==> config.mk <==
export PLATFORM = sky130hd
export DESIGN_NAME = axi_lite_slave_if
export DESIGN_NICKNAME = d
export VERILOG_FILES = /design/src/rtl/axi_lite_pkg.sv /design/src/rtl/axi_lite_wr_fsm.sv /design/src/rtl/axi_lite_slave_if.sv
export SDC_FILE = /design/constraint.sdc
export NUM_CORES = 1
export LEC_CHECK = 0
export ABC_AREA = 1
export ABC_CLOCK_PERIOD_IN_PS = 1400
export BUFFER_PORTS_ARGS = -buffer_cell sky130_fd_sc_hd__buf_4
export CAP_MARGIN = 10
export CORE_ASPECT_RATIO = 1.5
export CORE_MARGIN = 4
export CORE_UTILIZATION = 30
export DETAILED_ROUTE_END_ITERATION = 12
export GPL_ROUTABILITY_DRIVEN = 0
export HOLD_SLACK_MARGIN = 0.05
export MAX_ROUTING_LAYER = met4
export PLACE_DENSITY_LB_ADDON = 0.08
export SLEW_MARGIN = 30
export SYNTH_ARGS = -nofsm -noshare
export SYNTH_HDL_FRONTEND = slang
export SYNTH_SLANG_ARGS = --single-unit
==> constraint.sdc <==
create_clock -name clk -period 1.4 [get_ports clk]
set_input_delay 0.21 -clock clk [delete_from_list [all_inputs] [get_ports clk]]
set_output_delay 0.21 -clock clk [all_outputs]
set_load 0.03 [all_outputs]
==> src/rtl/axi_lite_pkg.sv <==
// rtl/axi_lite_pkg.sv - shared response codes and FSM encodings for the AXI4-Lite slave front end
package axi_lite_pkg;

    localparam logic [1:0] RESP_OKAY   = 2'b00;
    localparam logic [1:0] RESP_SLVERR = 2'b10;

    localparam logic [1:0] W_COLLECT_ENC = 2'd0;
    localparam logic [1:0] W_ISSUE_ENC   = 2'd1;
    localparam logic [1:0] W_RESP_ENC    = 2'd2;

    localparam logic [1:0] R_IDLE_ENC  = 2'd0;
    localparam logic [1:0] R_ISSUE_ENC = 2'd1;
    localparam logic [1:0] R_WAIT_ENC  = 2'd2;
    localparam logic [1:0] R_RESP_ENC  = 2'd3;

    typedef enum logic [1:0] {
        W_COLLECT = W_COLLECT_ENC,
        W_ISSUE   = W_ISSUE_ENC,
        W_RESP    = W_RESP_ENC
    } wr_state_t;

    typedef enum logic [1:0] {
        R_IDLE  = R_IDLE_ENC,
        R_ISSUE = R_ISSUE_ENC,
        R_WAIT  = R_WAIT_ENC,
        R_RESP  = R_RESP_ENC
    } rd_state_t;

    // The register bank decodes every address, so callers always pass err=0.
    function automatic logic [1:0] resp_code(input logic err);
        return err ? RESP_SLVERR : RESP_OKAY;
    endfunction

endpackage

==> src/rtl/axi_lite_wr_fsm.sv <==
// rtl/axi_lite_wr_fsm.sv - write channel: collects AW and W independently, issues one wr_en, returns B
module axi_lite_wr_fsm
    import axi_lite_pkg::*;
#(
    parameter int ADDR_WIDTH = 4,
    parameter int DATA_WIDTH = 32
) (
    input  logic                    clk,
    input  logic                    rst_n,
    input  logic [ADDR_WIDTH-1:0]   awaddr,
    input  logic                    awvalid,
    output logic                    awready,
    input  logic [DATA_WIDTH-1:0]   wdata,
    input  logic [DATA_WIDTH/8-1:0] wstrb,
    input  logic                    wvalid,
    output logic                    wready,
    output logic                    bvalid,
    input  logic                    bready,
    output logic                    wr_en,
    output logic [ADDR_WIDTH-1:0]   wr_addr,
    output logic [DATA_WIDTH-1:0]   wr_data,
    output logic [DATA_WIDTH/8-1:0] wr_strb
);

    wr_state_t state;
    logic      aw_held;
    logic      w_held;
    logic      aw_hs;
    logic      w_hs;

    assign aw_hs = awvalid && awready;
    assign w_hs  = wvalid && wready;

    // wr_addr/wr_data/wr_strb double as the latches; they are only qualified by wr_en.
    always_ff @(posedge clk or negedge rst_n) begin
        if (!rst_n) begin
            state   <= W_COLLECT;
            aw_held <= 1'b0;
            w_held  <= 1'b0;
            awready <= 1'b0;
            wready  <= 1'b0;
            bvalid  <= 1'b0;
            wr_en   <= 1'b0;
            wr_addr <= '0;
            wr_data <= '0;
            wr_strb <= '0;
        end else begin
            wr_en <= 1'b0;
            case (state)
                W_COLLECT: begin
                    if (aw_hs) begin
                        wr_addr <= awaddr;
                        aw_held <= 1'b1;
                        awready <= 1'b0;
                    end else begin
                        awready <= !aw_held;
                    end
                    if (w_hs) begin
                        wr_data <= wdata;
                        wr_strb <= wstrb;
                        w_held  <= 1'b1;
                        wready  <= 1'b0;
                    end else begin
                        wready <= !w_held;
                    end
                    if ((aw_held || aw_hs) && (w_held || w_hs)) begin
                        wr_en <= 1'b1;
                        state <= W_ISSUE;
                    end
                end
                W_ISSUE: begin
                    bvalid <= 1'b1;
                    state  <= W_RESP;
                end
                W_RESP: begin
                    if (bready) begin
                        bvalid  <= 1'b0;
                        aw_held <= 1'b0;
                        w_held  <= 1'b0;
                        awready <= 1'b1;
                        wready  <= 1'b1;
                        state   <= W_COLLECT;
                    end
                end
                default: state <= W_COLLECT;
            endcase
        end
    end

endmodule

==> src/rtl/axi_lite_slave_if.sv <==
// rtl/axi_lite_slave_if.sv - AXI4-Lite slave front end driving the reg_bank write and read ports
module axi_lite_slave_if
    import axi_lite_pkg::*;
#(
    parameter int ADDR_WIDTH = 4,
    parameter int DATA_WIDTH = 32
) (
    input  logic                    clk,
    input  logic                    rst_n,
    input  logic [ADDR_WIDTH-1:0]   s_axi_awaddr,
    input  logic [2:0]              s_axi_awprot,
    input  logic                    s_axi_awvalid,
    output logic                    s_axi_awready,
    input  logic [DATA_WIDTH-1:0]   s_axi_wdata,
    input  logic [DATA_WIDTH/8-1:0] s_axi_wstrb,
    input  logic                    s_axi_wvalid,
    output logic                    s_axi_wready,
    output logic [1:0]              s_axi_bresp,
    output logic                    s_axi_bvalid,
    input  logic                    s_axi_bready,
    input  logic [ADDR_WIDTH-1:0]   s_axi_araddr,
    input  logic [2:0]              s_axi_arprot,
    input  logic                    s_axi_arvalid,
    output logic                    s_axi_arready,
    output logic [DATA_WIDTH-1:0]   s_axi_rdata,
    output logic [1:0]              s_axi_rresp,
    output logic                    s_axi_rvalid,
    input  logic                    s_axi_rready,
    output logic                    wr_en,
    output logic [ADDR_WIDTH-1:0]   wr_addr,
    output logic [DATA_WIDTH-1:0]   wr_data,
    output logic [DATA_WIDTH/8-1:0] wr_strb,
    output logic                    rd_en,
    output logic [ADDR_WIDTH-1:0]   rd_addr,
    input  logic [DATA_WIDTH-1:0]   rd_data,
    input  logic                    rd_valid
);

    rd_state_t rd_state;
    logic      unused_prot;

    assign unused_prot = ^{s_axi_awprot, s_axi_arprot};
    assign s_axi_bresp = resp_code(1'b0);
    assign s_axi_rresp = resp_code(1'b0);

    axi_lite_wr_fsm #(
        .ADDR_WIDTH (ADDR_WIDTH),
        .DATA_WIDTH (DATA_WIDTH)
    ) u_wr_fsm (
        .clk     (clk),
        .rst_n   (rst_n),
        .awaddr  (s_axi_awaddr),
        .awvalid (s_axi_awvalid),
        .awready (s_axi_awready),
        .wdata   (s_axi_wdata),
        .wstrb   (s_axi_wstrb),
        .wvalid  (s_axi_wvalid),
        .wready  (s_axi_wready),
        .bvalid  (s_axi_bvalid),
        .bready  (s_axi_bready),
        .wr_en   (wr_en),
        .wr_addr (wr_addr),
        .wr_data (wr_data),
        .wr_strb (wr_strb)
    );

    // rd_en is raised on the AR handshake edge so it is high exactly while in R_ISSUE.
    always_ff @(posedge clk or negedge rst_n) begin
        if (!rst_n) begin
            rd_state      <= R_IDLE;
            s_axi_arready <= 1'b0;
            s_axi_rvalid  <= 1'b0;
            s_axi_rdata   <= '0;
            rd_en         <= 1'b0;
            rd_addr       <= '0;
        end else begin
            rd_en <= 1'b0;
            case (rd_state)
                R_IDLE: begin
                    if (s_axi_arready && s_axi_arvalid) begin
                        rd_addr       <= s_axi_araddr;
                        s_axi_arready <= 1'b0;
                        rd_en         <= 1'b1;
                        rd_state      <= R_ISSUE;
                    end else begin
                        s_axi_arready <= 1'b1;
                    end
                end
                R_ISSUE: rd_state <= R_WAIT;
                R_WAIT: begin
                    if (rd_valid) begin
                        s_axi_rdata  <= rd_data;
                        s_axi_rvalid <= 1'b1;
                        rd_state     <= R_RESP;
                    end
                end
                R_RESP: begin
                    if (s_axi_rready) begin
                        s_axi_rvalid  <= 1'b0;
                        s_axi_arready <= 1'b1;
                        rd_state      <= R_IDLE;
                    end
                end
                default: rd_state <= R_IDLE;
            endcase
        end
    end

endmodule
# After elaboration in Yosys (flattened, before gate mapping)
# Cells that the tools add are included.
# word_totals
mem_bits_rw	0
elab_cells	82
memories	0
in_bits	90
latch_bits	0
output_inout_bits	87
rom_bits	0
regBits	89
# op_classes
n_eq_ne	12
reduce_logical	26
shifts	0
add_sub_neg	0
order_cmp	0
bitwise_logic	0
n_div	0
muxes	28
n_mul	0
# op_table
operator	count
AND reduction 2 bit	8
two-way mux 1 bit	14
case mux 1 bit (2 select lines)	7
AND reduction 3 bit	4
two-way mux 2 bit	5
!= test 2 bit, second input constant	4
case mux 2 bit (4 select lines)	1
nonzero test 2 bit	4
equality test 2 bit, second input constant	3
!= test 2 x 1 -> 1 bit, second input constant	3
case mux 2 bit (3 select lines)	1
equality test 2 x 1 -> 1 bit, second input constant	2
logical AND 1 bit	4
logical NOT 2 bit	2
logical NOT 1 bit	2
logical OR 1 bit	2

# Depth between registers and ports, before layout
# depth
ltp_word	5
depth_mapped	7
ltp_nobuf	7

# Cells and area by module
# Synthesis repeated with hierarchy kept, for this count alone.
# unflattened
hier_cells	412
area_unflattened_um2	3753.6
# by_module_without_submodules
mod	seq_area_each_um2	area_per_inst_um2	cells_per_inst	n_inst
axi_lite_wr_fsm	1201.2	1900.6	211	1
axi_lite_slave_if	1026.0	1853.0	201	1

# Worst setup path after synthesis
# OpenSTA, ideal clock, no wires.
# synth_timing
kind	register to register
start	reg rd_state[0]
end	reg s_axi_rdata[0]
path_buffers	1
t_arrival_ps	1168
required_ps	1334
stages_incl_launch_ff	8
slack_ps	166
setup_ps	66
period_less_slack_ps	1234
path_cell_list	dfrtp_1 inv_1 ha_1 nand2_1 inv_1 buf_2 nand2_1 nand2_1
# synth_via
elab_chain_cells	2
# synth_lines
element	line_no	rtl
start: declaration	axi_lite_slave_if.sv:39	rd_state_t rd_state;
start signal: assignment	axi_lite_slave_if.sv:70	rd_state <= R_IDLE;
start signal: assignment	axi_lite_slave_if.sv:84	rd_state <= R_ISSUE;
start signal: assignment	axi_lite_slave_if.sv:89	R_ISSUE: rd_state <= R_WAIT;
equality test 2 bit	axi_lite_slave_if.sv:78	case (rd_state)
AND reduction 2 bit (no source line)	n/a	
end signal: assignment	axi_lite_slave_if.sv:92	s_axi_rdata <= rd_data;
end: declaration	axi_lite_slave_if.sv:25	output logic [DATA_WIDTH-1:0] s_axi_rdata,
# No other way between the ends.
# A chain may end at the register's enable or synchronous reset.

# Final worst setup path
# layout_timing
start	reg rd_state[0]
end	reg s_axi_rdata[3]
# Same word-level chain as after synthesis.

==> results by group <==
Detailed routing
  – DR iter-0 viols: 89
  – Vias per cell: 4.32
  – Routed WL per cell: approximately 13 µm
  – ANT nets after route: 0
  – Total number of vias: 3,169
  – DRC: 0
  – First-pass DRT Iterations: 4
  – Wirelength, routed: 9.89 mm

Timing
  – Setup Viol. Count Final: 0
  – RSZ-0062 raised after global routing: false
  – Worst-margin pin slew: 0.526 ns
  – Fin Setup TNS: 0 ns
  – Max Slew Vio Count: 0
  – Crit share post-route: between 80% and 90%
  – Hold Slack: 0.0706 ns
  – Final Skew: 0.00686 ns
  – Slew headroom: 64.9%
  – Final min period: 1.25 ns
  – Final worst-path setup slack: 0.150 ns
  – Final hold vios: 0
  – Fmax: 800 MHz

Clock tree
  – Skew-Pair Late Insertion Delay: 0.33 ns
  – Clk buf depth: 2
  – Clock Sinks: 89
  – CTS tree: built
  – TritonCTS Buffers: 9
  – Root buf cell: clkbuf_16
  – H-tree levels: 3
  – Reg clk slew, reported paths: roughly 0.06 ns

Worst setup path
  – Worst r2r dst: s_axi_rdata[3]
  – CP endpoint kind: flip-flop
  – Crit path kind: flip-flop to flip-flop
  – Reg2Reg Launch Point: rd_state[0]
  – Largest fanout on the critical path: 10
  – Worst r2r path cells: 7
  – Startpoint types: flip-flop
  – CP Data Required Time: 1.67 ns
  – Arrival time worst endpoint: 1.52 ns
  – R2r setup slk: 0.15 ns

Logic synthesis
  – Fraction of registers with async set/reset: 100%
  – Post-Synthesis Mean Instance Area: 8.76 µm²
  – Dominant synthesized flop cell: dfrtp_1
  – Synth cell types: 17
  – Sequential share of the synthesized area: between 60% and 70%
  – Synth warn: 0
  – Post-synth EDFFs: 0
  – Syn Inst Count: 409
  – FF+latch count, synth: 89
  – Synth Cell Area: 3580 µm²

Power
  – Leak: a little over 3 nW
  – IR drop worst, VDD: 1.11 mV
  – Power Density: 2550 nW/µm²
  – Overall power: 13.6 mW

GRT
  – Met2 Track Usage GR: 24.8%
  – Tot GR Track Use: about 15%
  – Vias in the first global route: 3,195
  – Initial antenna violation count: 0
  – First-pass GRT wire length: ~16 mm
  – Met1 Use GR: 18.3%
  – Grt met3 use: 3.54%
  – GRT Residual Overflow: 0
  – Largest net degree at the start of global routing: 90
  – GRT Max-Usage Layer: met2

Die
  – Die Width: around 97 µm
  – Starting Density: 30.9%
  – DIE AREA: 13,800 µm²
  – Top Ports: 177
  – Core Box Area: 11,600 µm²
  – Die height: 142 µm
  – Rows: between 40 and 50

Finish
  – Fraction of layout instances using a drive strength above 1: 33.8%
  – Finished Core Util: between 40% and 50%
  – Commonest cells after routing, fill and taps aside: 219 x nand2_1, 173 x buf_4, 89 x dfrtp_1
  – P&R area growth vs syn: 48.7%
  – ANT cells: 0
  – Most common cell after layout, fill and taps aside: nand2_1
  – Final nets: 673
  – # fillers: 1,154

Placement
  – Input/output buffers: 166
  – Post-Place Worst Slack: 0.0538 ns
  – Post-DP HPWL: 7.13 mm

Flow run
  – Max cap viols: 0

Run status
  – Status: finished, final reports clean

Worst hold path
  – Hold Path Class: primary input to flip-flop
  – Worst Min Path Start: s_axi_bready
  – Worst hold path endpoint: u_wr_fsm.state[1]
  – WHS Path Cells: 2
-- synthesized netlist by cell type (2+ instances only) --
master      n  share of area [%]
nor2_1      2               0.21
nand3_1    44                6.1
inv_1      15                1.6
buf_4       5                1.0
nand4_1     2               0.35
dfrtp_1    89                 62
ha_1        4                1.4
clkbuf_1    3               0.31
a21oi_1     3               0.42
nand2_1   220                 23
buf_2      13                1.8
o21ai_0     4               0.56
-- worst max-delay path, cell delays in order, from the launching register on --
cell	delay, ns
dfrtp_1	0.39
inv_1	0.11
ha_2	0.21
nand2_2	0.09
inv_2	0.09
buf_4	0.17
nand2_1	0.07
nand2_1	0.06
-- cell type report --
cell class                      instances  area (µm²)  area share [%]
Sequential cell                        89        2230            41.8
Timing Repair Buffer                  177        1360            25.5
Multi-Input combinational cell        286        1200            22.5
Clock buffer                           12         256            4.81
Tap cell                              150         188            3.52
Inverter                               16        60.1            1.13
Clock inverter                          3        40.0           0.751
-- registers in the layout (all words and copies together) (netlist names), 2 cells and up --
name and cells:
u_wr_fsm.wr_data 32, rd_addr 4, u_wr_fsm.wr_strb 4, rd_state 2
u_wr_fsm.state 2, u_wr_fsm.wr_addr 4, s_axi_rdata 32
-- routing by layer --
layer	vias to the layer above	routed length, µm
met1	1470	4000
met5	-	0
met2	97	5160
met3	11	565
li1	1591	-
met4	0	161
-- per-stage QoR --
| stage | std cells | cell area, µm² |
|---|---|---|
| after floorplan | 412 | 3600 |
| after global placement | 717 | 5020 |
| after detailed placement | 717 | 5020 |
| after CTS | 733 | 5320 |
| after global routing | 733 | 5330 |
| final | 733 | 5330 |
-- logic make-up after synthesis --
logic type	share of synthesized area [%]
adders and majority gates	1.40
DFF	62.1
other	0.105
buffers and inverters	4.85
and+or+nand+nor	30.5
AOI/OAI and AO/OA	0.977
-- power breakdown --
part / switching (mW) / internal, mW / leakage [nW] / total, mW
registers: 0.655 / 3.76 / 1.11 / 4.42
clock network: 0.955 / 1.47 / 0.148 / 2.42
logic: 4.37 / 2.39 / 1.77 / 6.76
-- worst max path at each step --
stage,start,end,slack (ns),depth (start not counted)
after detailed placement,rd_state[0],s_axi_rdata[3],0.05,7
after global placement,rd_state[0],s_axi_rdata[21],0.07,7
after floorplan,rd_state[0],s_axi_rdata[0],0.17,7
after global routing,rd_state[0],s_axi_rdata[30],0.02,7
after CTS,rd_state[0],s_axi_rdata[3],0.04,7
final,rd_state[0],s_axi_rdata[3],0.15,7
-- timing repair --
action,CTS,global route
endpoints found under the setup margin,0,33
buffers inserted,0,0
gates resized for setup,0,4
hold buffers,1,0
hold endpoints to repair,89,0
(Power assumes the default switching activity.)
